### src/rtl/bcd_sumres_scan.sv
// Add/subtract of two unsigned operands, displayed as sign plus magnitude on a
// multiplexed 7-segment display.
//   clk, reset           : system clock, asynchronous active-high reset
//   selector_suma_resta  : 0 = A+B, 1 = A-B
//   input_top_1/2        : operands A and B, unsigned WIDTH bits
//   SSeg                 : active-low segments, SSeg[0]=a .. SSeg[6]=g
//   an                   : active-low digit anodes, an[0] = units
//   busy                 : conversion in progress
//   done                 : one-cycle pulse when the display registers update
// The magnitude is converted to BCD by a sequential double-dabble FSM. The
// leftmost digit shows the minus sign; the other digits use leading-zero blanking.
module bcd_sumres_scan #(
  parameter int unsigned WIDTH = 8,
  parameter int unsigned NDIG  = 4,
  parameter int unsigned DIV   = 50000
) (
  input  logic             clk,
  input  logic             reset,
  input  logic             selector_suma_resta,
  input  logic [WIDTH-1:0] input_top_1,
  input  logic [WIDTH-1:0] input_top_2,
  output logic [6:0]       SSeg,
  output logic [NDIG-1:0]  an,
  output logic             busy,
  output logic             done
);

  localparam int unsigned MagW   = WIDTH + 1;
  localparam int unsigned BcdDig = NDIG - 1;
  localparam int unsigned BcdW   = 4 * BcdDig;
  localparam int unsigned CntW   = $clog2(WIDTH + 2);
  localparam int unsigned IdxW   = (NDIG > 1) ? $clog2(NDIG) : 1;
  localparam int unsigned PreW   = $clog2(DIV);

  localparam logic [1:0] StIdle  = 2'd0;
  localparam logic [1:0] StShift = 2'd1;
  localparam logic [1:0] StDone  = 2'd2;

  localparam logic [IdxW-1:0] LastIdx = IdxW'(NDIG - 1);
  localparam logic [6:0]      SegBlank = 7'b1111111;
  localparam logic [6:0]      SegMinus = 7'b0111111;

  logic [1:0]       state_q, state_d;
  logic             first_q, first_d;
  logic             snap_sel_q, snap_sel_d;
  logic [WIDTH-1:0] snap_a_q, snap_a_d;
  logic [WIDTH-1:0] snap_b_q, snap_b_d;
  logic [MagW-1:0]  shift_q, shift_d;
  logic [BcdW-1:0]  bcd_q, bcd_d;
  logic [CntW-1:0]  cnt_q, cnt_d;
  logic             neg_q, neg_d;
  logic [BcdW-1:0]  disp_bcd_q, disp_bcd_d;
  logic             disp_neg_q, disp_neg_d;
  logic             busy_q, busy_d;
  logic             done_q, done_d;
  logic [PreW-1:0]  presc_q, presc_d;
  logic [IdxW-1:0]  idx_q, idx_d;

  logic [MagW-1:0]  mag;
  logic             neg;
  logic             changed;
  logic [BcdW-1:0]  bcd_adj;

  // Sign/magnitude of the live inputs; used only on the capture edge, when the
  // inputs and the new snapshot are identical.
  always_comb begin
    mag = '0;
    neg = 1'b0;
    if (!selector_suma_resta) begin
      mag = {1'b0, input_top_1} + {1'b0, input_top_2};
    end else if (input_top_1 >= input_top_2) begin
      mag = {1'b0, input_top_1 - input_top_2};
    end else begin
      mag = {1'b0, input_top_2 - input_top_1};
      neg = 1'b1;
    end
  end

  assign changed = first_q ||
      ({selector_suma_resta, input_top_1, input_top_2} != {snap_sel_q, snap_a_q, snap_b_q});

  // Double-dabble correction: nibbles >= 5 get +3 before the shift.
  always_comb begin
    bcd_adj = bcd_q;
    for (int i = 0; i < int'(BcdDig); i++) begin
      if (bcd_q[4*i +: 4] >= 4'd5) bcd_adj[4*i +: 4] = bcd_q[4*i +: 4] + 4'd3;
    end
  end

  always_comb begin
    state_d    = state_q;
    first_d    = first_q;
    snap_sel_d = snap_sel_q;
    snap_a_d   = snap_a_q;
    snap_b_d   = snap_b_q;
    shift_d    = shift_q;
    bcd_d      = bcd_q;
    cnt_d      = cnt_q;
    neg_d      = neg_q;
    disp_bcd_d = disp_bcd_q;
    disp_neg_d = disp_neg_q;
    busy_d     = busy_q;
    done_d     = 1'b0;
    case (state_q)
      StIdle: begin
        if (changed) begin
          snap_sel_d = selector_suma_resta;
          snap_a_d   = input_top_1;
          snap_b_d   = input_top_2;
          first_d    = 1'b0;
          shift_d    = mag;
          neg_d      = neg;
          bcd_d      = '0;
          cnt_d      = '0;
          busy_d     = 1'b1;
          state_d    = StShift;
        end
      end
      StShift: begin
        {bcd_d, shift_d} = {bcd_adj, shift_q} << 1;
        cnt_d = cnt_q + 1'b1;
        if (cnt_q == CntW'(WIDTH)) state_d = StDone;
      end
      StDone: begin
        disp_bcd_d = bcd_q;
        disp_neg_d = neg_q;
        done_d     = 1'b1;
        busy_d     = 1'b0;
        state_d    = StIdle;
      end
      default: state_d = StIdle;
    endcase
  end

  // Scan prescaler and digit index, free-running.
  always_comb begin
    presc_d = presc_q + 1'b1;
    idx_d   = idx_q;
    if (presc_q == PreW'(DIV - 1)) begin
      presc_d = '0;
      idx_d   = (idx_q == LastIdx) ? '0 : idx_q + 1'b1;
    end
  end

  always_ff @(posedge clk or posedge reset) begin
    if (reset) begin
      state_q    <= StIdle;
      first_q    <= 1'b1;
      snap_sel_q <= 1'b0;
      snap_a_q   <= '0;
      snap_b_q   <= '0;
      shift_q    <= '0;
      bcd_q      <= '0;
      cnt_q      <= '0;
      neg_q      <= 1'b0;
      disp_bcd_q <= '0;
      disp_neg_q <= 1'b0;
      busy_q     <= 1'b0;
      done_q     <= 1'b0;
      presc_q    <= '0;
      idx_q      <= '0;
    end else begin
      state_q    <= state_d;
      first_q    <= first_d;
      snap_sel_q <= snap_sel_d;
      snap_a_q   <= snap_a_d;
      snap_b_q   <= snap_b_d;
      shift_q    <= shift_d;
      bcd_q      <= bcd_d;
      cnt_q      <= cnt_d;
      neg_q      <= neg_d;
      disp_bcd_q <= disp_bcd_d;
      disp_neg_q <= disp_neg_d;
      busy_q     <= busy_d;
      done_q     <= done_d;
      presc_q    <= presc_d;
      idx_q      <= idx_d;
    end
  end

  function automatic logic [6:0] seg_of(input logic [3:0] d);
    case (d)
      4'd0:    seg_of = 7'b1000000;
      4'd1:    seg_of = 7'b1111001;
      4'd2:    seg_of = 7'b0100100;
      4'd3:    seg_of = 7'b0110000;
      4'd4:    seg_of = 7'b0011001;
      4'd5:    seg_of = 7'b0010010;
      4'd6:    seg_of = 7'b0000010;
      4'd7:    seg_of = 7'b1111000;
      4'd8:    seg_of = 7'b0000000;
      4'd9:    seg_of = 7'b0010000;
      default: seg_of = SegBlank;
    endcase
  endfunction

  // lz[i]: digits i and everything above it (below the sign digit) are zero.
  logic [BcdDig-1:0] lz;
  always_comb begin
    logic zero_above;
    zero_above = 1'b1;
    lz = '0;
    for (int i = int'(BcdDig) - 1; i >= 0; i--) begin
      zero_above = zero_above && (disp_bcd_q[4*i +: 4] == 4'd0);
      lz[i] = zero_above;
    end
  end

  always_comb begin
    SSeg = SegBlank;
    if (idx_q == LastIdx) begin
      SSeg = disp_neg_q ? SegMinus : SegBlank;
    end else begin
      for (int i = 0; i < int'(BcdDig); i++) begin
        if (idx_q == IdxW'(i)) begin
          SSeg = (i > 0 && lz[i]) ? SegBlank : seg_of(disp_bcd_q[4*i +: 4]);
        end
      end
    end
  end

  assign an   = ~(NDIG'(1) << idx_q);
  assign busy = busy_q;
  assign done = done_q;

endmodule

### config.mk
export PLATFORM = sky130hd
export DESIGN_NAME = bcd_sumres_scan
export DESIGN_NICKNAME = d
export VERILOG_FILES = /design/src/rtl/bcd_sumres_scan.sv
export SDC_FILE = /design/constraint.sdc
export NUM_CORES = 1
export LEC_CHECK = 0
export ABC_AREA = 1
export ABC_CLOCK_PERIOD_IN_PS = 4400
export BUFFER_PORTS_ARGS = -buffer_cell sky130_fd_sc_hd__buf_2
export CAP_MARGIN = 40
export CORE_MARGIN = 4
export CORE_UTILIZATION = 30
export DETAILED_ROUTE_END_ITERATION = 12
export PLACE_DENSITY = 0.44
export SYNTH_ARGS = -nofsm -noshare
export SYNTH_HDL_FRONTEND = slang
export SYNTH_SLANG_ARGS = --single-unit
### constraint.sdc
create_clock -name clk -period 4.4 [get_ports clk]
set_input_delay 0.88 -clock clk [delete_from_list [all_inputs] [get_ports clk]]
set_output_delay 0.88 -clock clk [all_outputs]
set_load 0.1 [all_outputs]
Word level (Yosys, flattened, before mapping)
Memory sizes are Yosys's and may differ from the RTL's.
Cells that the tools add are included.
- $add $sub $neg: 9
- multipliers: 0
- divide/modulo/power cells: 0
- $lt $le $gt $ge: 4
- equal/unequal tests: 10
- shift-type cells: 1
- mux-type cells: 28
- bitwise operators: 1
- reduce and logical (&&, ||, !) cells: 12
- operators with widths (kind ; count):
    7-bit two-way mux ; 7
    12-bit case mux with 2 select lines ; 1
    9-bit two-way mux ; 2
    9-bit case mux with 2 select lines ; 1
    17-bit inequality test ; 1
    16-bit by 1-bit adder with 16-bit output, second input constant ; 1
    16-bit equality test, second input constant ; 1
    16-bit two-way mux ; 1
    8-bit subtractor ; 2
    4-bit by 3-bit greater-or-equal comparator with 1-bit output, second input constant ; 3
    12-bit two-way mux ; 1
    4-bit two-way mux ; 3
    8-bit by 8-bit adder with 9-bit output ; 1
    4-bit by 2-bit adder with 4-bit output, second input constant ; 2
    8-bit greater-or-equal comparator ; 1
    4-bit zero test ; 2
    8-bit two-way mux ; 1
    4-bit case mux with 2 select lines ; 1
    2-bit AND reduction ; 4
    2-bit equality test, second input constant ; 3
    2-bit two-way mux ; 3
    4-bit by 1-bit adder with 4-bit output, second input constant ; 1
    2-bit by 1-bit equality test with 1-bit output, second input constant ; 2
    4-bit equality test, second input constant ; 1
    13 further kinds ; 19
- flip-flop bits (word level): 79
- bits in latches: 0
- bits in writable memories: 0
- ROM bits: 336
- input bits: 19
- output and inout port bits: 13
- logic and storage cells: 83
- memories: 3
- memories (memory ; depth ; width ; rd ports ; clocked after Yosys merged registers in ; write ports ; line ; text):
    (name not given) ; 16 ; 7 ; 1 ; 0 ; 0 ; 182 ; case (d)
    (name not given) ; 16 ; 7 ; 1 ; 0 ; 0 ; 182 ;
    (name not given) ; 16 ; 7 ; 1 ; 0 ; 0 ; 182 ;

Logic depth before layout (Yosys ltp)
- word-level depth: 6
- depth in mapped cells: 15
- gate-level depth less buffers: 15

Least setup slack after synthesis
Ideal clock, no wire load.
- kind: register to output
- start: register idx_q[0]
- end: output SSeg[2]
- data arrival time: 3913 ps
- required time: 3520 ps
- slack: -393 ps
- cell stages (with the launch flop): 5
- path buffers: 0
- path through: dfrtp_1 -> inv_1 -> ha_1 -> clkinv_1 -> o21ai_0
- cells in the longest elaborated chain, start to end: 5
- elaborated cells on any way between the ends: 8
- those cells by class: eq/ne: 3; mux: 4; reduce/logical: 1
- RTL lines (element ; line ; text):
    start, declared ; 57 ; logic [IdxW-1:0] idx_q, idx_d;
    start signal, assigned ; 177 ; idx_q <= idx_d;
    2-bit zero test ; 215 ; if (idx_q == IdxW'(i)) begin
    7-bit two-way mux (3 in a row) ; 215 ;
    7-bit two-way mux (*) ; 211 ; if (idx_q == LastIdx) begin
    end, declared ; 22 ; output logic [6:0] SSeg,
Mark *: on every way between the ends. The rest lies on a longest branch, timed or not.

Worst setup path in the final report
- start: register disp_bcd_q[9]
- end: output SSeg[2]
- cells in the longest elaborated chain, start to end: 6
- elaborated cells on any way between the ends: 8
- those cells by class: mux: 5; reduce/logical: 2; memory: 1
- RTL lines (element ; line ; text):
    start, declared ; 52 ; logic [BcdW-1:0] disp_bcd_q, disp_bcd_d;
    start signal, assigned ; 172 ; disp_bcd_q <= disp_bcd_d;
    parallel branches: the longest is 4 deep, another holds memory read 16 x 7 bit ; -- ;
    7-bit two-way mux (*) ; 215 ;
    7-bit two-way mux (*) ; 211 ;
Mark *: on every way between the ends.

==> impl.org <==
** Synthesis
- The synthesized netlist occupies a cell area of 5803 sq um.
- Unique masters post-synth :: 41
- Synthesis produced slightly above 800 cells.
- FFs w/ async S/R, synth :: 1.000
- The Yosys step of the flow raised 0 warnings.
- The average instance in the mapped netlist occupies around 7.2 sq um.
- Counting flops with a built-in enable in the synthesized netlist gives 0.
- For this run, the register share of the synthesized area comes to 0.3409.
- FF+latch count, synth :: between 70 and 80
- The number of nets handed over by synthesis was approximately 900.
- In the synthesized netlist the dominant register cell turns out to be dfrtp_1.

** Worst setup path
- STA puts the critical path data arrival time at approximately 2.4 ns.
- In this run the worst path has a maximum fanout of 5.
- Worst Setup Start Kind :: flip-flop
- Required time worst endpoint :: 3.52 ns
- Worst Setup End Kind :: primary output
- Critical setup path kind :: flip-flop to primary output

** Power
- The internal portion of the total power is 0.001975 W.
- Lkg Pwr :: 3.391 nW
- Clk network pwr share :: 0.198
- The share of total power dissipated in sequential elements is 0.304.
- Max IR drop VDD :: 0.2255 mV
- In this run the power spent charging and discharging nets is 0.001903 W.
- Of the total power, the share spent switching nets is 0.4906.
- For this design the ratio of total power to cell area is 600.6 nW/um^2.
- Power comes to approximately 0.0039 W.
- Of the total power, combinational logic draws 0.498.

** Routing
- Vias after detailed routing :: 4928
- Antenna Nets Post-Route :: 0
- Dividing the detail-routed via count by the number of cells gives 4.484.
- Number of iterations in the first detailed-routing pass :: 4
- Remaining design rule violation count :: 0
- Iteration-0 DRC count of the detailed router :: between 300 and 400
- Wire length reported by the detailed router :: 14390 microns
- After detailed routing, the average wire length per cell comes to ~13 microns.

** CTS
- Once the clock tree was built, the resizer swapped 0 gates to a different size.
- Number of hold buffers added after cts :: 0
- Clock transition at the registers of the reported paths :: 0.07 ns
- The longest clock path from root to sink contains 2 buffers.
- The tree built by TritonCTS fans out to 79 sinks.
- Clock buffer count from CTS :: 9
- Clock tree synthesis selected as its root buffer the cell clkbuf_16.
- In this run the post-CTS setup repair buffer count came out at 0.
- Clock latency on the worst-skew pair, taken at its later pin, is 0.35 ns.
- Clock tree from TritonCTS :: built
- CTS H-tree depth :: 3

** Timing
- Endpoints failing hold :: 0
- Final clock skew :: 0.009855 ns
- For the pin with the worst max-slew slack, the measured transition is 0.7435 ns.
- Setup repair after global routing missed its margin :: false
- Finish-stage setup viols :: 0
- Max-slew violations :: 0
- Subtracting the final worst setup slack from the clock period gives 3.282 ns.
- Derived from the worst setup path, the maximum achievable clock frequency is around 0.3 GHz.
- Worst slew slack as a fraction of its limit :: 0.5031
- In the finished design, the share of the clock period the worst path needs comes to 0.7459.
- Worst setup margin :: ~1.1 ns
- Setup total negative slack on the finished layout was measured at 0 ns.

** Flow run
- Max Cap Viol :: 0

** Die
- Placement row count :: 50
- The floorplan step set the die height to ~150 microns.
- After floorplanning, the core was sized to cover about 19000 sq um.
- The floorplan step set the die width to 147.1 microns.
- The die covers 21630 sq um.
- For this configuration, the core starts out at a cell density of 0.3072.
- Number of placed I/O pins :: 32

** Placement
- The congestion estimate from routability-driven global placement came to 0.7964.
- Setup WS pre-CTS :: approximately 1.5 ns
- Quantity of I/O buffers inserted on ports :: 31
- Post-detailed-placement half-perimeter wirelength :: 11020 microns
- Counting tap cells, the placed design contains a total of 1083 instances.

** Global routing
- Pin count of the biggest net entering global routing :: 37
- Number of global-route vias before repair :: approximately 4700
- The total overflow left after global routing is 0.
- The number of antenna violations at the first check in global routing is 0.
- Wire length of the first global-routing pass :: 24410 microns
- In the global route stage, overall resource usage came out at 0.1374.

** Finish
- 0 antenna diodes ended up in the layout.
- Share of the core filled with cells in the final layout :: 0.3418
- In the final layout, the share of cells above drive strength 1 is 0.09654.
- Nets :: 907
- The layout has 2108 filler cells.
- After the flow finishes, the layout carries non-filler instances totaling 1099.
- Growth of design area from synthesis to finish :: 11.28%

** Min path
- The path class of the tightest hold or removal check is flip-flop to flip-flop.

** Run status
- Run status :: completed
[area by class of cell]
cell class,instances,area [sq um],share of cell area
clock inverter,7,71.32,0.01104
inverter,132,496.7,0.07692
sequential,79,1978,0.3063
multi-input combinational,578,3183,0.4929
timing repair buffer,34,177.7,0.02751
clock buffer,9,225.2,0.03488
tap,260,325.3,0.05038
[power groups by stage]
| stage | sequential [W] | combinational (W) | clock, W |
|---|---|---|---|
| 2_1_floorplan | 0.00115 | 0.00160 | 0 |
| 3_3_place_gp | 0.00119 | 0.00197 | 0 |
| 3_5_place_dp | 0.00119 | 0.00195 | 0 |
| 4_1_cts | 0.00118 | 0.00196 | 0.000798 |
| 5_1_grt | 0.00122 | 0.00222 | 0.000824 |
| 6_report | 0.00118 | 0.00193 | 0.000770 |
[registers in the layout, summed over array words and instances, names as in the netlist]
register and flops:
shift_q 9, neg_q 1, cnt_q 4, presc_q 16, state_q 2, idx_q 2
snap_a_q 8, disp_neg_q 1, snap_b_q 8, disp_bcd_q 12, bcd_q 12, snap_sel_q 1
first_q 1, done 1, busy 1
[cell usage after synthesis, types with 3 or more instances]
cell | n | area share
a31oi_1 | 5 | 0.0054
clkbuf_1 | 4 | 0.0026
ha_1 | 51 | 0.11
buf_6 | 6 | 0.012
nand2_1 | 220 | 0.14
or2_2 | 4 | 0.0043
nor3_1 | 3 | 0.0026
nand4_1 | 11 | 0.012
o211ai_1 | 5 | 0.0065
nand3_1 | 58 | 0.050
inv_2 | 9 | 0.0058
xnor2_1 | 4 | 0.0060
buf_4 | 4 | 0.0052
buf_2 | 4 | 0.0034
nand2_2 | 3 | 0.0032
a21oi_1 | 42 | 0.036
nor2_1 | 45 | 0.029
o21ai_0 | 78 | 0.067
nor4_1 | 3 | 0.0032
dfrtp_1 | 78 | 0.34
inv_1 | 121 | 0.078
nand3_2 | 4 | 0.0069
fa_1 | 3 | 0.010
o21ai_1 | 12 | 0.010
xor2_1 | 10 | 0.015
[final timing paths]
check	startpoint	to	slack [ns]	depth (start not counted)
max reg2reg	state_q[1]$_DFFE_PP0P_	shift_q[0]$_DFFE_PP0P_	2.21	6
max	disp_bcd_q[9]$_DFFE_PP0P_	SSeg[2]	1.12	11
min reg2reg	first_q$_DFFE_PP1P_	first_q$_DFFE_PP1P_	0.46	2
min in group asynchronous	reset	snap_a_q[4]$_DFFE_PP0P_	0.50	2
min	first_q$_DFFE_PP1P_	first_q$_DFFE_PP1P_	0.46	2
max in group asynchronous	reset	disp_bcd_q[6]$_DFFE_PP0P_	3.07	3
[cell usage in the layout (no fill, tap or decap), types with 2 or more instances in the layout]
cell type	instances
a21oi_1	42
o211ai_1	5
or2_2	4
o21ai_0	76
nand4_1	11
o22ai_1	2
nand2_2	3
a31oi_1	5
clkinvlp_4	3
xnor2_1	4
fa_1	3
inv_2	9
nand3b_1	2
clkinv_1	2
buf_4	3
nor3_1	3
nand2_1	220
o21ai_1	14
dfrtp_1	78
nand3_1	58
clkbuf_16	9
nand3_2	4
nor3_2	2
ha_1	51
clkinv_2	3
nor4_1	3
nor2_1	45
inv_1	120
xor2_1	10
buf_2	31
nor2_2	2
[worst max-delay path, stage by stage (launching register included)]
cell     delay, ns
dfrtp_1       0.41
inv_1         0.15
ha_1          0.17
inv_1         0.05
nor3_2        0.17
nand3_1       0.12
nand2_1       0.15
inv_1         0.07
a22oi_1       0.15
a21oi_1       0.08
o21ai_1       0.08
buf_2         0.44
[cell families (layout without fill, tap and decap cells)]
logic type               Yosys count  in the layout  share of synthesized area
AO/OA/AOI/OAI                    148            148                     0.1348
flip-flops                        79             79                     0.3409
XOR/XNOR                          14             14                    0.02113
adder cells (fa/ha/maj)           54             54                     0.1203
AND/OR/NAND/NOR                  362            362                     0.2723
buffers and inverters            151            182                     0.1106
[metrics by stage]
step	hold WS, ns	instance area (sq um)
after detailed placement	0.4560	6161
after global routing	0.4846	6457
after CTS	0.4654	6457
after floorplan	0.4302	5803
after global placement	0.4519	6161
final	0.4560	6457
[metal layers]
metal | track usage | routed length (microns)
met5 | 0 | 0
met1 | 0.2068 | 7641
met4 | 0.04054 | 179
met3 | 0.01912 | 425
met2 | 0.2044 | 6141
Note: power is estimated with default switching activity, not from simulation.
